**config.mk**
```make
export PLATFORM = sky130hd
export DESIGN_NAME = udma_uart_tx_arb
export DESIGN_NICKNAME = d
export VERILOG_FILES = /design/src/rtl/udma_uart_tx_arb.sv
export SDC_FILE = /design/constraint.sdc
export NUM_CORES = 1
export LEC_CHECK = 0
export CELL_PAD_IN_SITES_DETAIL_PLACEMENT = 0
export CELL_PAD_IN_SITES_GLOBAL_PLACEMENT = 2
export CORE_ASPECT_RATIO = 0.9
export CORE_MARGIN = 5
export CORE_UTILIZATION = 28
export CTS_BUF_LIST = sky130_fd_sc_hd__clkbuf_8
export CTS_CLUSTER_DIAMETER = 80
export DETAILED_ROUTE_END_ITERATION = 8
export GPL_ROUTABILITY_DRIVEN = 1
export PLACE_DENSITY = 0.81
export RECOVER_POWER = 50
export SYNTH_ARGS = -nofsm -noshare
export SYNTH_HDL_FRONTEND = slang
export SYNTH_SLANG_ARGS = --single-unit
```
**constraint.sdc**
```tcl
create_clock -name clk_i -period 2.7 [get_ports clk_i]
set_clock_uncertainty 0.2 [all_clocks]
set_input_delay 0.81 -clock clk_i [delete_from_list [all_inputs] [get_ports clk_i]]
set_output_delay 0.81 -clock clk_i [all_outputs]
set_load 0.01 [all_outputs]
```
**src/rtl/udma_uart_tx_arb.sv**
```systemverilog
// Round-robin packet arbiter sharing one UART TX serializer between NUM_REQ byte streams.
// Ownership is locked per packet and held until the serializer finishes the last stop bit.
module udma_uart_tx_arb #(
  parameter int NUM_REQ = 4,
  parameter int GAP_W   = 16
) (
  input  logic                   clk_i,
  input  logic                   rst_i,
  input  logic                   cfg_en_i,
  input  logic [GAP_W-1:0]       cfg_gap_i,
  input  logic [NUM_REQ-1:0]     req_valid_i,
  input  logic [NUM_REQ*8-1:0]   req_data_i,
  input  logic [NUM_REQ-1:0]     req_last_i,
  output logic [NUM_REQ-1:0]     req_ready_o,
  output logic [7:0]             tx_data_o,
  output logic                   tx_valid_o,
  input  logic                   tx_ready_i,
  input  logic                   tx_busy_i,
  output logic [NUM_REQ-1:0]     grant_o,
  output logic                   busy_o
);

  localparam int IDX_W = (NUM_REQ > 1) ? $clog2(NUM_REQ) : 1;

  typedef enum logic [1:0] {
    ST_IDLE  = 2'd0,
    ST_SEND  = 2'd1,
    ST_DRAIN = 2'd2,
    ST_GAP   = 2'd3
  } state_e;

  state_e             state_q, state_d;
  logic [NUM_REQ-1:0] grant_q, grant_d;
  logic [IDX_W-1:0]   gidx_q, gidx_d;
  logic [IDX_W-1:0]   rr_q, rr_d;
  logic               hold_vld_q, hold_vld_d;
  logic               hold_last_q, hold_last_d;
  logic [7:0]         hold_data_q, hold_data_d;
  logic [GAP_W-1:0]   gap_cnt_q, gap_cnt_d;
  logic               drain_first_q, drain_first_d;

  logic               sel_valid_s;
  logic               sel_last_s;
  logic [7:0]         sel_data_s;
  logic               req_xfer_s;
  logic               tx_xfer_s;
  logic               drain_done_s;

  function automatic logic [NUM_REQ-1:0] onehot(input logic [IDX_W-1:0] idx);
    onehot = {{(NUM_REQ-1){1'b0}}, 1'b1} << idx;
  endfunction

  function automatic logic [IDX_W-1:0] next_idx(input logic [IDX_W-1:0] idx);
    if (int'(idx) >= NUM_REQ - 1) begin
      next_idx = '0;
    end else begin
      next_idx = idx + IDX_W'(1);
    end
  endfunction

  // First valid requester at or above ptr, wrapping; the rotated copy keeps the search constant-indexed.
  function automatic logic [IDX_W-1:0] pick_winner(input logic [NUM_REQ-1:0] v,
                                                    input logic [IDX_W-1:0]   ptr);
    logic [2*NUM_REQ-1:0] dbl;
    int                   off;
    int                   sum;
    dbl = {v, v} >> ptr;
    off = 0;
    for (int k = NUM_REQ - 1; k >= 0; k--) begin
      if (dbl[k]) begin
        off = k;
      end else begin
        off = off;
      end
    end
    sum = int'(ptr) + off;
    if (sum >= NUM_REQ) begin
      sum = sum - NUM_REQ;
    end else begin
      sum = sum;
    end
    pick_winner = IDX_W'(sum);
  endfunction

  // Mux the current owner's byte-stream signals.
  always_comb begin
    sel_valid_s = 1'b0;
    sel_last_s  = 1'b0;
    sel_data_s  = 8'h00;
    for (int r = 0; r < NUM_REQ; r++) begin
      if (gidx_q == IDX_W'(r)) begin
        sel_valid_s = req_valid_i[r];
        sel_last_s  = req_last_i[r];
        sel_data_s  = req_data_i[8*r +: 8];
      end else begin
        sel_valid_s = sel_valid_s;
      end
    end
  end

  assign req_xfer_s   = (state_q == ST_SEND) & sel_valid_s & ~hold_vld_q;
  assign tx_xfer_s    = (state_q == ST_SEND) & hold_vld_q & tx_ready_i;
  assign drain_done_s = (state_q == ST_DRAIN) & ~drain_first_q & ~tx_busy_i;

  // State register.
  always_ff @(posedge clk_i or posedge rst_i) begin
    if (rst_i) begin
      state_q <= ST_IDLE;
    end else begin
      state_q <= state_d;
    end
  end

  // Datapath registers.
  always_ff @(posedge clk_i or posedge rst_i) begin
    if (rst_i) begin
      grant_q       <= '0;
      gidx_q        <= '0;
      rr_q          <= '0;
      hold_vld_q    <= 1'b0;
      hold_last_q   <= 1'b0;
      hold_data_q   <= 8'h00;
      gap_cnt_q     <= '0;
      drain_first_q <= 1'b0;
    end else begin
      grant_q       <= grant_d;
      gidx_q        <= gidx_d;
      rr_q          <= rr_d;
      hold_vld_q    <= hold_vld_d;
      hold_last_q   <= hold_last_d;
      hold_data_q   <= hold_data_d;
      gap_cnt_q     <= gap_cnt_d;
      drain_first_q <= drain_first_d;
    end
  end

  // Next-state logic.
  always_comb begin
    state_d = state_q;
    if (!cfg_en_i) begin
      state_d = ST_IDLE;
    end else begin
      case (state_q)
        ST_IDLE: begin
          if (|req_valid_i) state_d = ST_SEND;
          else              state_d = ST_IDLE;
        end
        ST_SEND: begin
          if (tx_xfer_s && hold_last_q) state_d = ST_DRAIN;
          else                          state_d = ST_SEND;
        end
        ST_DRAIN: begin
          if (drain_done_s) state_d = (cfg_gap_i != '0) ? ST_GAP : ST_IDLE;
          else              state_d = ST_DRAIN;
        end
        ST_GAP: begin
          if (gap_cnt_q <= GAP_W'(1)) state_d = ST_IDLE;
          else                        state_d = ST_GAP;
        end
        default: state_d = ST_IDLE;
      endcase
    end
  end

  // Datapath next values and the per-requester ready handshake.
  always_comb begin
    grant_d       = grant_q;
    gidx_d        = gidx_q;
    rr_d          = rr_q;
    hold_vld_d    = hold_vld_q;
    hold_last_d   = hold_last_q;
    hold_data_d   = hold_data_q;
    gap_cnt_d     = gap_cnt_q;
    drain_first_d = drain_first_q;
    req_ready_o   = '0;

    if (state_q == ST_SEND) begin
      req_ready_o = hold_vld_q ? '0 : onehot(gidx_q);
    end else begin
      req_ready_o = '0;
    end

    if (!cfg_en_i) begin
      // In-flight byte is dropped; the rr pointer survives the disable.
      grant_d       = '0;
      hold_vld_d    = 1'b0;
      drain_first_d = 1'b0;
      gap_cnt_d     = '0;
    end else begin
      case (state_q)
        ST_IDLE: begin
          if (|req_valid_i) begin
            gidx_d  = pick_winner(req_valid_i, rr_q);
            grant_d = onehot(pick_winner(req_valid_i, rr_q));
          end else begin
            grant_d = '0;
          end
        end
        ST_SEND: begin
          if (req_xfer_s) begin
            hold_vld_d  = 1'b1;
            hold_last_d = sel_last_s;
            hold_data_d = sel_data_s;
          end else if (tx_xfer_s) begin
            hold_vld_d    = 1'b0;
            drain_first_d = hold_last_q;
          end else begin
            hold_vld_d = hold_vld_q;
          end
        end
        ST_DRAIN: begin
          drain_first_d = 1'b0;
          if (drain_done_s) begin
            rr_d      = next_idx(gidx_q);
            grant_d   = '0;
            gap_cnt_d = cfg_gap_i;
          end else begin
            grant_d = grant_q;
          end
        end
        ST_GAP: begin
          gap_cnt_d = gap_cnt_q - GAP_W'(1);
        end
        default: begin
          grant_d    = '0;
          hold_vld_d = 1'b0;
        end
      endcase
    end
  end

  assign grant_o    = grant_q;
  assign tx_data_o  = hold_data_q;
  assign tx_valid_o = hold_vld_q;
  assign busy_o     = (state_q != ST_IDLE);

endmodule

```
=== Word level (Yosys, flattened, before mapping) ===
Index checks and enable logic that the tools add are counted.

* Order comparisons: 3
* Equal/unequal tests: 14
* Bitwise operators: 9
* Mux-type cells: 48
* Reductions and logical operators: 13
* Shifts and indexed selects: 3
* Add/sub/neg operators: 4

{| class="wikitable"
|+ Operators with widths
! cell !! number
|-
| $mux 32 || 6
|-
| $add 3x32->32 || 1
|-
| $ge 32x4->1 const B || 1
|-
| $mux 16 || 2
|-
| $mux 8 || 4
|-
| $pmux 16 s2 || 1
|-
| $mux 2 || 11
|-
| $mux 4 || 5
|-
| $le 16x1->1 const B || 1
|-
| $mux 1 || 16
|-
| $reduce_bool 16->1 || 1
|-
| $sub 16x1->16 const B || 1
|-
| $ne 3x1->1 const B || 4
|-
| $reduce_and 3->1 || 4
|-
| $ne 3x3->1 const B || 3
|-
| $eq 2x2->1 const B || 4
|-
| $pmux 2 s4 || 1
|-
| $pmux 4 s2 || 1
|-
| $shl 1x2->4 const A || 2
|-
| $shr 8x2->4 || 1
|-
| $and 1x1->1 || 6
|-
| $reduce_and 2->1 || 3
|-
| $eq 2x1->1 const B || 2
|-
| $logic_not 2->1 || 2
|-
| 9 further kinds || 11
|}

* Logic and storage cells: 103
* Input port bits: 61
* Output and inout port bits: 18
* Bits in registers: 37

=== Longest topological paths before layout ===
Gate-level depths: netlist of the first run.

* Depth after elaboration: 18
* Gate-level depth with buffers: 9

=== Least setup slack after synthesis of the first run ===
No wires, ideal clock.

* Path type: input -> register
* From: input req_valid_i[0]
* To: register grant_q[0], in the netlist grant_o[0]
* Arrival: 2.325 ns
* Library setup time: 0.069 ns
* Path slack: 0.106 ns
* Stages: 7
* Data required time: 2.431 ns
* Path through: clkbuf_1 or3_1 o211ai_1 ha_1 nor4b_1 o21ai_0 nand3_1

* Word-level cells in the longest chain between the ends: 18
* Elaborated cells on any way between the ends: 20
* Those cells by class: add/sub: 2; order compare: 1; shift: 2; mux: 14; reduce/logical: 1

{| class="wikitable"
|+ RTL lines
! what !! line !! source
|-
| start: declaration || 11 || <nowiki>input logic [NUM_REQ-1:0] req_valid_i,</nowiki>
|-
| $shr 8x2->4 || 67 || <nowiki>dbl = {v, v} >> ptr;</nowiki>
|-
| $mux 2 || 70 || <nowiki>if (dbl[k]) begin</nowiki>
|-
| $mux 32 (3 in a row) || 70 ||
|-
| $mux 32 || 192 || <nowiki>if (|req_valid_i) begin</nowiki>
|-
| $mux 32 || 190 || <nowiki>case (state_q)</nowiki>
|-
| $mux 32 || 183 || <nowiki>if (!cfg_en_i) begin</nowiki>
|-
| $add 3x32->32 || 76 || <nowiki>sum = int'(ptr) + off;</nowiki>
|-
| $ge 32x4->1 or $sub 2x1->2 (tied branches) || 77, 78 ||
|-
| $mux 2 || 77 || <nowiki>if (sum >= NUM_REQ) begin</nowiki>
|-
| $mux 2 || 192 ||
|-
| $mux 2 || 190 ||
|-
| $mux 2 || 183 ||
|-
| $shl 1x2->4 || 50 || <nowiki>onehot = {{(NUM_REQ-1){1'b0}}, 1'b1} << idx;</nowiki>
|-
| $mux 4 * || 192 ||
|-
| $pmux 4 s2 * || 190 ||
|-
| $mux 4 * || 183 ||
|-
| end signal: assignment || 126 || <nowiki>grant_q <= grant_d;</nowiki>
|-
| end: declaration || 33 || <nowiki>logic [NUM_REQ-1:0] grant_q, grant_d;</nowiki>
|}

Every way passes the cells marked *; elsewhere a longest branch is shown, timed or not. The select of a mux whose other input is x is not followed.
A chain may end at the register's enable or synchronous reset.

=== Worst setup path in the final report of the first run ===
* From: input req_valid_i[3]
* To: register grant_q[2], in the netlist grant_o[2]

Same word-level chain as after synthesis.

==> results of run 1 <==
## synthesized netlist by cell type (3+ instances only)
cell and n:
mux2_2 12, nand3_1 17, inv_1 24, nand2_1 24
dfrtp_1 37, nor2_1 25, o211ai_1 4, a21oi_1 31
o221ai_1 3, nand4_1 3, nor4_1 8, clkbuf_1 19
nor3_1 6, or3_1 4, nor4b_1 3, a31o_2 3
a22oi_1 4, a31oi_1 5, and3_1 4, nand2b_1 3
and2_1 8, a22o_1 10, o21ai_0 37, ha_1 7
## through the flow
stage	cells	TNS, ps
2_1_floorplan	344	0
4_1_cts	566	0
3_5_place_dp	556	-3210
5_1_grt	566	0
6_report	566	0
3_3_place_gp	556	-3160
## layer usage
metal | global-route usage, % | part of all wire [%]
met1 | 20.1 | 46
met2 | 24.1 | 48
met3 | 2.56 | 4.1
met4 | 4.75 | 1.6
met5 | 0 | 0
## critical path, delay by kind of cell
kind / cells / cell delay [ps]
AND/OR/NAND/NOR: 3 / 440
AO/OA/AOI/OAI: 4 / 550
adder cells (fa/ha/maj): 1 / 270
buffers and inverters: 1 / 530
## area by class of cell
class                   count  area, um^2  share of cell area (%)
multi-input cells         263        1730                    42.8
repair buffers            108        1020                    25.2
flip-flops and latches     37         926                    23.0
well taps                 126         158                    3.91
inverters                  24        90.1                    2.23
clock buffers               6        82.6                    2.05
clock inverters             2        33.8                   0.837
## kinds of logic after synthesis
kind of cell | count (synthesis)
compound gates | 123
simple gates | 120
buf+inv | 44
flops | 37
mux | 13
fa+ha+maj | 7
## final timing paths
check	startpoint	slack (ps)	cells after the start	to
hold reg to reg	grant_o[3]	300	2	grant_o[3]
min in group asynchronous	rst_i	1060	3	gap_cnt_q[6]
setup / recovery	req_valid_i[3]	100	9	grant_o[2]
hold / removal	grant_o[3]	300	2	grant_o[3]
max in group asynchronous	rst_i	640	3	tx_data_o[4]
setup reg to reg	gidx_q[0]	190	8	tx_data_o[6]
## power by group
part	switching [mW]	internal, mW	total (mW)
logic	0.520	0.568	1.09
clock network	0.206	0.298	0.503
registers	0.0769	0.657	0.734
## registers in the layout, summed over array words and instances (netlist names)
name,flops
drain_first_q,1
gap_cnt_q,16
gidx_q,2
grant_o,4
hold_last_q,1
rr_q,2
state_q,2
tx_data_o,8
tx_valid_o,1
## what timing repair did
item / CTS / global route
buffers inserted: 2 / 0
endpoints found under the setup margin: 6 / 11
pin swaps: 1 / 3
gates resized for setup: 6 / 12
==> impl_summary.md, run 1 <==
Status
The run finished with clean final reports.

Clock tree
The CTS buffer count is 5. CTS saw 37 sinks. The H-tree generated during clock tree synthesis spans 2 levels. Clock-pin slew was measured on the worst setup and hold paths at roughly 80 ps. The longest clock path from root to sink contains 2 buffers. The TritonCTS clock tree is yes. The number of hold buffers added after CTS is 0. The tree is rooted in a clkbuf_8. The worst-skew pair later-pin latency is 290 ps.

Place
The count of buffers inserted at the top-level ports is a little under 80. The post-place setup slack is -349 ps. The placed standard-cell area is just under 0.004 mm^2.

The HPWL after detailed placement is 6920 um. The placer's final routability congestion estimate is 0.824.

Routing
The post-detailed-route via-to-cell ratio is ~5.3. The initial DRC count is 103. In the final routed layout, each cell accounts on average for ~16 um.

The wire length reported by the detailed router is around 9000 um. The detailed-routing iteration count for the pre-antenna-repair pass is 4. The number of nets with antenna violations after detailed routing is 0. Summing over every cut layer, the via total after detailed routing is between 2000 and 3000. In the routed design, unresolved DRC markers number 0.

Die
The die is between 100 and 150 um tall. The floorplan step defined a die boundary enclosing 0.0119 mm^2. The area inside the core boundary is 0.00966 mm^2. The number of rows created at floorplan is 34. The initial utilization of the core area, before any placement, comes to roughly 29%. The floorplan die width is approximately 110 um.

The I/O pin count is 79.

Pwr
Summed over all cells, the static leakage comes to 1.74 nW. The completed layout was analyzed and its total power is between 2 and 2.5 mW. VDD sags by at most 311 uV. In this run the power density over the cells is about 580 mW/mm^2.

STA
Setup repair after global routing left no endpoint under its margin. The portion of the clock cycle consumed by the worst path in the final layout is roughly 96%. Counting I/O delays and the setup requirement, the final critical path takes between 2000 and 3000 ps.

The max-slew violation total from the final report was 0. For the pin with the worst max-slew slack, the measured transition is 987 ps. Setup violations remaining at the end of the flow were counted as 0.

The maximum frequency from static timing analysis is about 380 MHz. The worst pin sits at a relative slew slack of 34.2%. Setup slack closes at just over 100 ps.

The final hold violation count is 0. On the final layout, the worst hold slack is roughly 300 ps.

Worst setup path
Data on the critical path is required at its endpoint by between 2000 and 3000 ps. The maximum fanout along the worst path is 5. The arrival time reported for the critical path endpoint is 2620 ps. The worst setup path is of the in2reg kind. On the critical path, the stage with the largest delay is an instance of clkdlybuf4s50_1.

The delay contributed by the slowest stage of the critical path is 530 ps. The category of the worst setup path launch point is an input port. Traced cell by cell, the critical path runs through clkdlybuf4s50_1 > nand2b_1 > o221ai_1 > o21ai_1 > o211ai_1 > ha_4 > nor4_4 > o21ai_0 > nand3_1. The endpoint class of the critical path is a flip-flop.

Min path
In this run the worst hold path is classified as reg2reg.

Yosys
During synthesis, Yosys emitted a total of 0 warnings. The largest total area in the synthesized netlist belongs to dfrtp_1. Each instance of the synthesized netlist takes up on average between 8 and 9 um^2. The xor and xnor area share after synthesis is 0%.

Synthesis handed over a netlist of about 340 instances. The synthesized netlist devotes 23.2% of its cell area to simple gates. The number of nets handed over by synthesis was slightly above 400.

The combinational family with the most area after synthesis is compound AO/OA/AOI/OAI gates. The number of synthesized flops with an enable pin is 0. Summing the areas of all compound-gate instances in the mapped netlist gives roughly 29% of the synthesized area.

The synthesized netlist devotes under 10% of its cell area to adder and majority cells. The portion of synthesized area spent on multiplexers is under 10%. The netlist uses between 50 and 60 different library cells. Yosys attributes the largest share of cell area to dfrtp_1, o21ai_0, a21oi_1. Summing the sequential cell areas from Yosys gives 33.6% of the chip area. The flip-flop and latch count after synthesis is 37. In this run the biggest area consumer among cell types represents 33.6% of the synthesized area.

The share of flip-flops with an asynchronous set or reset is 100%. The flip-flop cell with the highest count after synthesis is dfrtp_1. The netlist area before placement is 0.00276 mm^2.

Flow run
The tool flagged a number of max-cap violations equal to 0.

Cells and area
The finished cells cover 0.00403 mm^2. From synthesis to final layout, the design area changed by 46.3%. After the last flow step, the layout net total stands at approximately 510. Leaving out fill and tap cells, the most frequent cell in the layout is clkdlybuf4s50_1. For this run, the share of the core covered by cells in the final layout is between 40% and 50%. In the layout the commonest cells are clkdlybuf4s50_1, dfrtp_1, o21ai_0.

0 antenna diodes ended up in the layout. The layout filler cell count is approximately 1000. The fraction of layout cells with a size suffix above 1 is between 10 and 15%.

Global route
The global-route usage over all layers is between 10 and 15%. The first-pass GRT wire length is approximately 15000 um. The number of global-route vias before repair is about 3000.

After global routing the overflow that remains totals 0. The pin count of the biggest net entering global routing is 38. The number of antenna violations at the first check in global routing is 0.
Power figures use the tool's default switching activity.
==> run 2: changes to the inputs <==
CORE_UTILIZATION = 30   (was 28)
PLACE_DENSITY = 0.86   (was 0.81)
clock period = 3.15 ns   (was 2.7 ns; I/O delays follow)
==> impl_summary.md, run 2 (synthesis results as in run 1) <==
Global route
The pin count of the biggest net entering global routing is 38. The global-route usage over all layers is 15.2%. The number of antenna violations at the first check in global routing is 0. After global routing the overflow that remains totals 0. The number of global-route vias before repair is 2848.

The first-pass GRT wire length is ~14000 um.

STA
Timing would allow up to 342 MHz. The final setup slack of the worst path is about 230 ps. The worst slew margin relative to its limit is 36.7%. The final hold violation count is 0. The portion of the clock cycle consumed by the worst path in the final layout is 92.8%. At the pin with the least slew margin, the transition time is approximately 950 ps.

The max-slew violation total from the final report is 0. Counting I/O delays and the setup requirement, the final critical path takes between 2000 and 3000 ps. Setup violations remaining at the end of the flow were counted as 0. Setup repair after global routing left no endpoint under its margin. Across all hold checks on the routed design, the worst slack comes to approximately 300 ps.

Routing
The detailed-routing iteration count for the pre-antenna-repair pass is 5. The number of nets with antenna violations after detailed routing is 0. The post-detailed-route via-to-cell ratio is ~5.3. The initial DRC count is 140. The remaining design rule violation count is 0. Dividing the detail-routed wire length by the instance count gives between 15 and 20 um. The routed layout has 2927 vias. The wire length reported by the detailed router is around 8600 um.

Pwr
The overall power is 1.93 mW. The largest vdd supply drop is 277 uV. The analysis attributes to cell leakage a power of 1.63 nW. The power per standard cell area is approximately 500 mW/mm^2.

Cells and area
The library cell used most frequently in the layout, excluding fill and tap cells, is clkdlybuf4s50_1. The fraction of layout cells with a size suffix above 1 is a little over a tenth. The flip-flop count of the largest register, all copies and words added is 16.

Relative to the synthesized area, the layout overhead comes to 40.9%. 0 antenna diodes ended up in the layout. More flip-flops sit in one register than any other, and that register is gap_cnt_q.

The top cell types in the final layout, fill and taps aside, are clkdlybuf4s50_1, o21ai_0, dfrtp_1. The number of nets in the finished design is between 400 and 500.

Clock tree
The number of H-tree levels is 2. The number of clock buffers added by TritonCTS is 5. TritonCTS built the clock tree. For this design, the sink count on the clock tree is 37. Counting along the longest clock path gives a buffer depth of 2. The clock reaches the later pin of the worst-skew pair after 290 ps. After clock tree synthesis, the clock-pin slew on the worst setup and hold paths is around 80 ps. The buffer cell driving the clock tree root is clkbuf_8.

Worst setup path
The maximum fanout along the worst path is 5. The standard cell with the maximum stage delay on the critical path is clkdlybuf4s50_1. The largest single stage delay on the critical path is ~560 ps. The critical path goes through nor3b_2 > and2_1 > clkdlybuf4s50_1. The critical setup path kind is reg2out.

The arrival time reported for the critical path endpoint is approximately 1800 ps. The endpoint of the most critical register-to-register path is tx_data_o[4]. The start of the worst register-to-register path is gidx_q[0]. The cell type group with the largest total delay on the critical path is buffers and inverters. The worst setup path is launched from a flip-flop. The buffer and inverter count on the worst path is 1. For flop-to-flop paths, the worst setup slack is about 780 ps. At the worst endpoint, the required time is 2000 ps.

The cell count of the worst reg-to-reg path is 8. The endpoint class of the critical path is an output pin.

Die
The I/O pin count is about 80. From left edge to right edge, the die measures approximately 110 um. The die area is ~0.011 mm^2. Measured along the y axis, the die boundary spans just over 100 um. The number of rows created at floorplan is 33. Once the floorplan was initialized, standard cells occupied a little under a third of the core.

The area inside the core boundary is 0.00904 mm^2.

Min path
The tightest min-delay check is of the reg2reg type. The launch point of the worst hold path is grant_o[3]. The path with the worst hold slack has its endpoint at grant_o[3]. The depth of the worst hold-timing path is 2.

Status
The run finished with clean final reports.

Place
Detailed placement finished with a half-perimeter wire length of ~6700 um. During placement, the flow inserted port buffers numbering between 70 and 80. The congestion estimate from routability-driven global placement came to 0.845. The post-place setup slack is -16.8 ps.

Flow run
Across the run, the number of max-cap violations was 0.
run 2: cell types whose count changed in the layout (fill, tap and decap cells not counted), sizes merged:
cell and change:
buf -11, clkdlybuf4s50 +7, dlygate4sd2 -4, dlymetal6s2s -3
run 2: power breakdown:
group	total (mW)	switching (mW)	leakage [nW]	internal, mW
combinational	0.866	0.417	1.08	0.449
sequential	0.633	0.0697	0.493	0.563
clock	0.428	0.173	0.0626	0.255
total	1.93	0.660	1.63	1.27
run 2: through the flow:
| stage | util [%] | TNS, ps | cells | instance area (um^2) |
|---|---|---|---|---|
| 2_1_floorplan | - | 0 | 344 | 2760 |
| 3_3_place_gp | 41.7 | 0 | 543 | 3770 |
| 3_5_place_dp | 41.7 | -51.0 | 543 | 3770 |
| 4_1_cts | 43.0 | 0 | 551 | 3880 |
| 5_1_grt | 43.0 | 0 | 551 | 3880 |
| 6_report | 43.0 | 0 | 551 | 3880 |
run 2: timing repair:
| action | CTS | global route |
|---|---|---|
| endpoints found under the setup margin | 0 | 4 |
| hold buffers | 0 | 0 |
| setup buffers | 0 | 0 |
| resized for setup | 0 | 1 |
run 2: worst min-delay path, delay by kind of cell (launching register included):
family,cells,cell delay [ps]
flip-flops,1,350
AND/OR/NAND/NOR,2,120
run 2: metal layers:
metal / track usage, % / wire length (um) / vias up
met3: 2.52 / 370 / 4
met1: 20.3 / 3920 / 1413
met2: 26.3 / 4280 / 54
met4: 2.71 / 49 / 0
met5: 0 / 0 / -
li1: - / - / 1456
run 2: worst max path at each step:
stage                         startpoint              to  slack (ps)  depth (start not counted)
after floorplan           req_valid_i[0]      grant_o[0]         420                          7
after global placement    req_valid_i[0]      grant_o[0]          30                          7
after detailed placement  req_valid_i[0]      grant_o[0]         -20                          7
after CTS                     tx_valid_o  req_ready_o[3]          10                          3
after global routing      req_valid_i[0]      grant_o[2]         100                          7
final                         tx_valid_o  req_ready_o[3]         230                          3
run 2: final cells by class:
type,count,area (um^2)
fillers,919,5160
multi-input cells,263,1670
repair buffers,97,930
flip-flops and latches,37,926
well taps,122,153
inverters,24,90.1
clock buffers,6,82.6
clock inverters,2,33.8
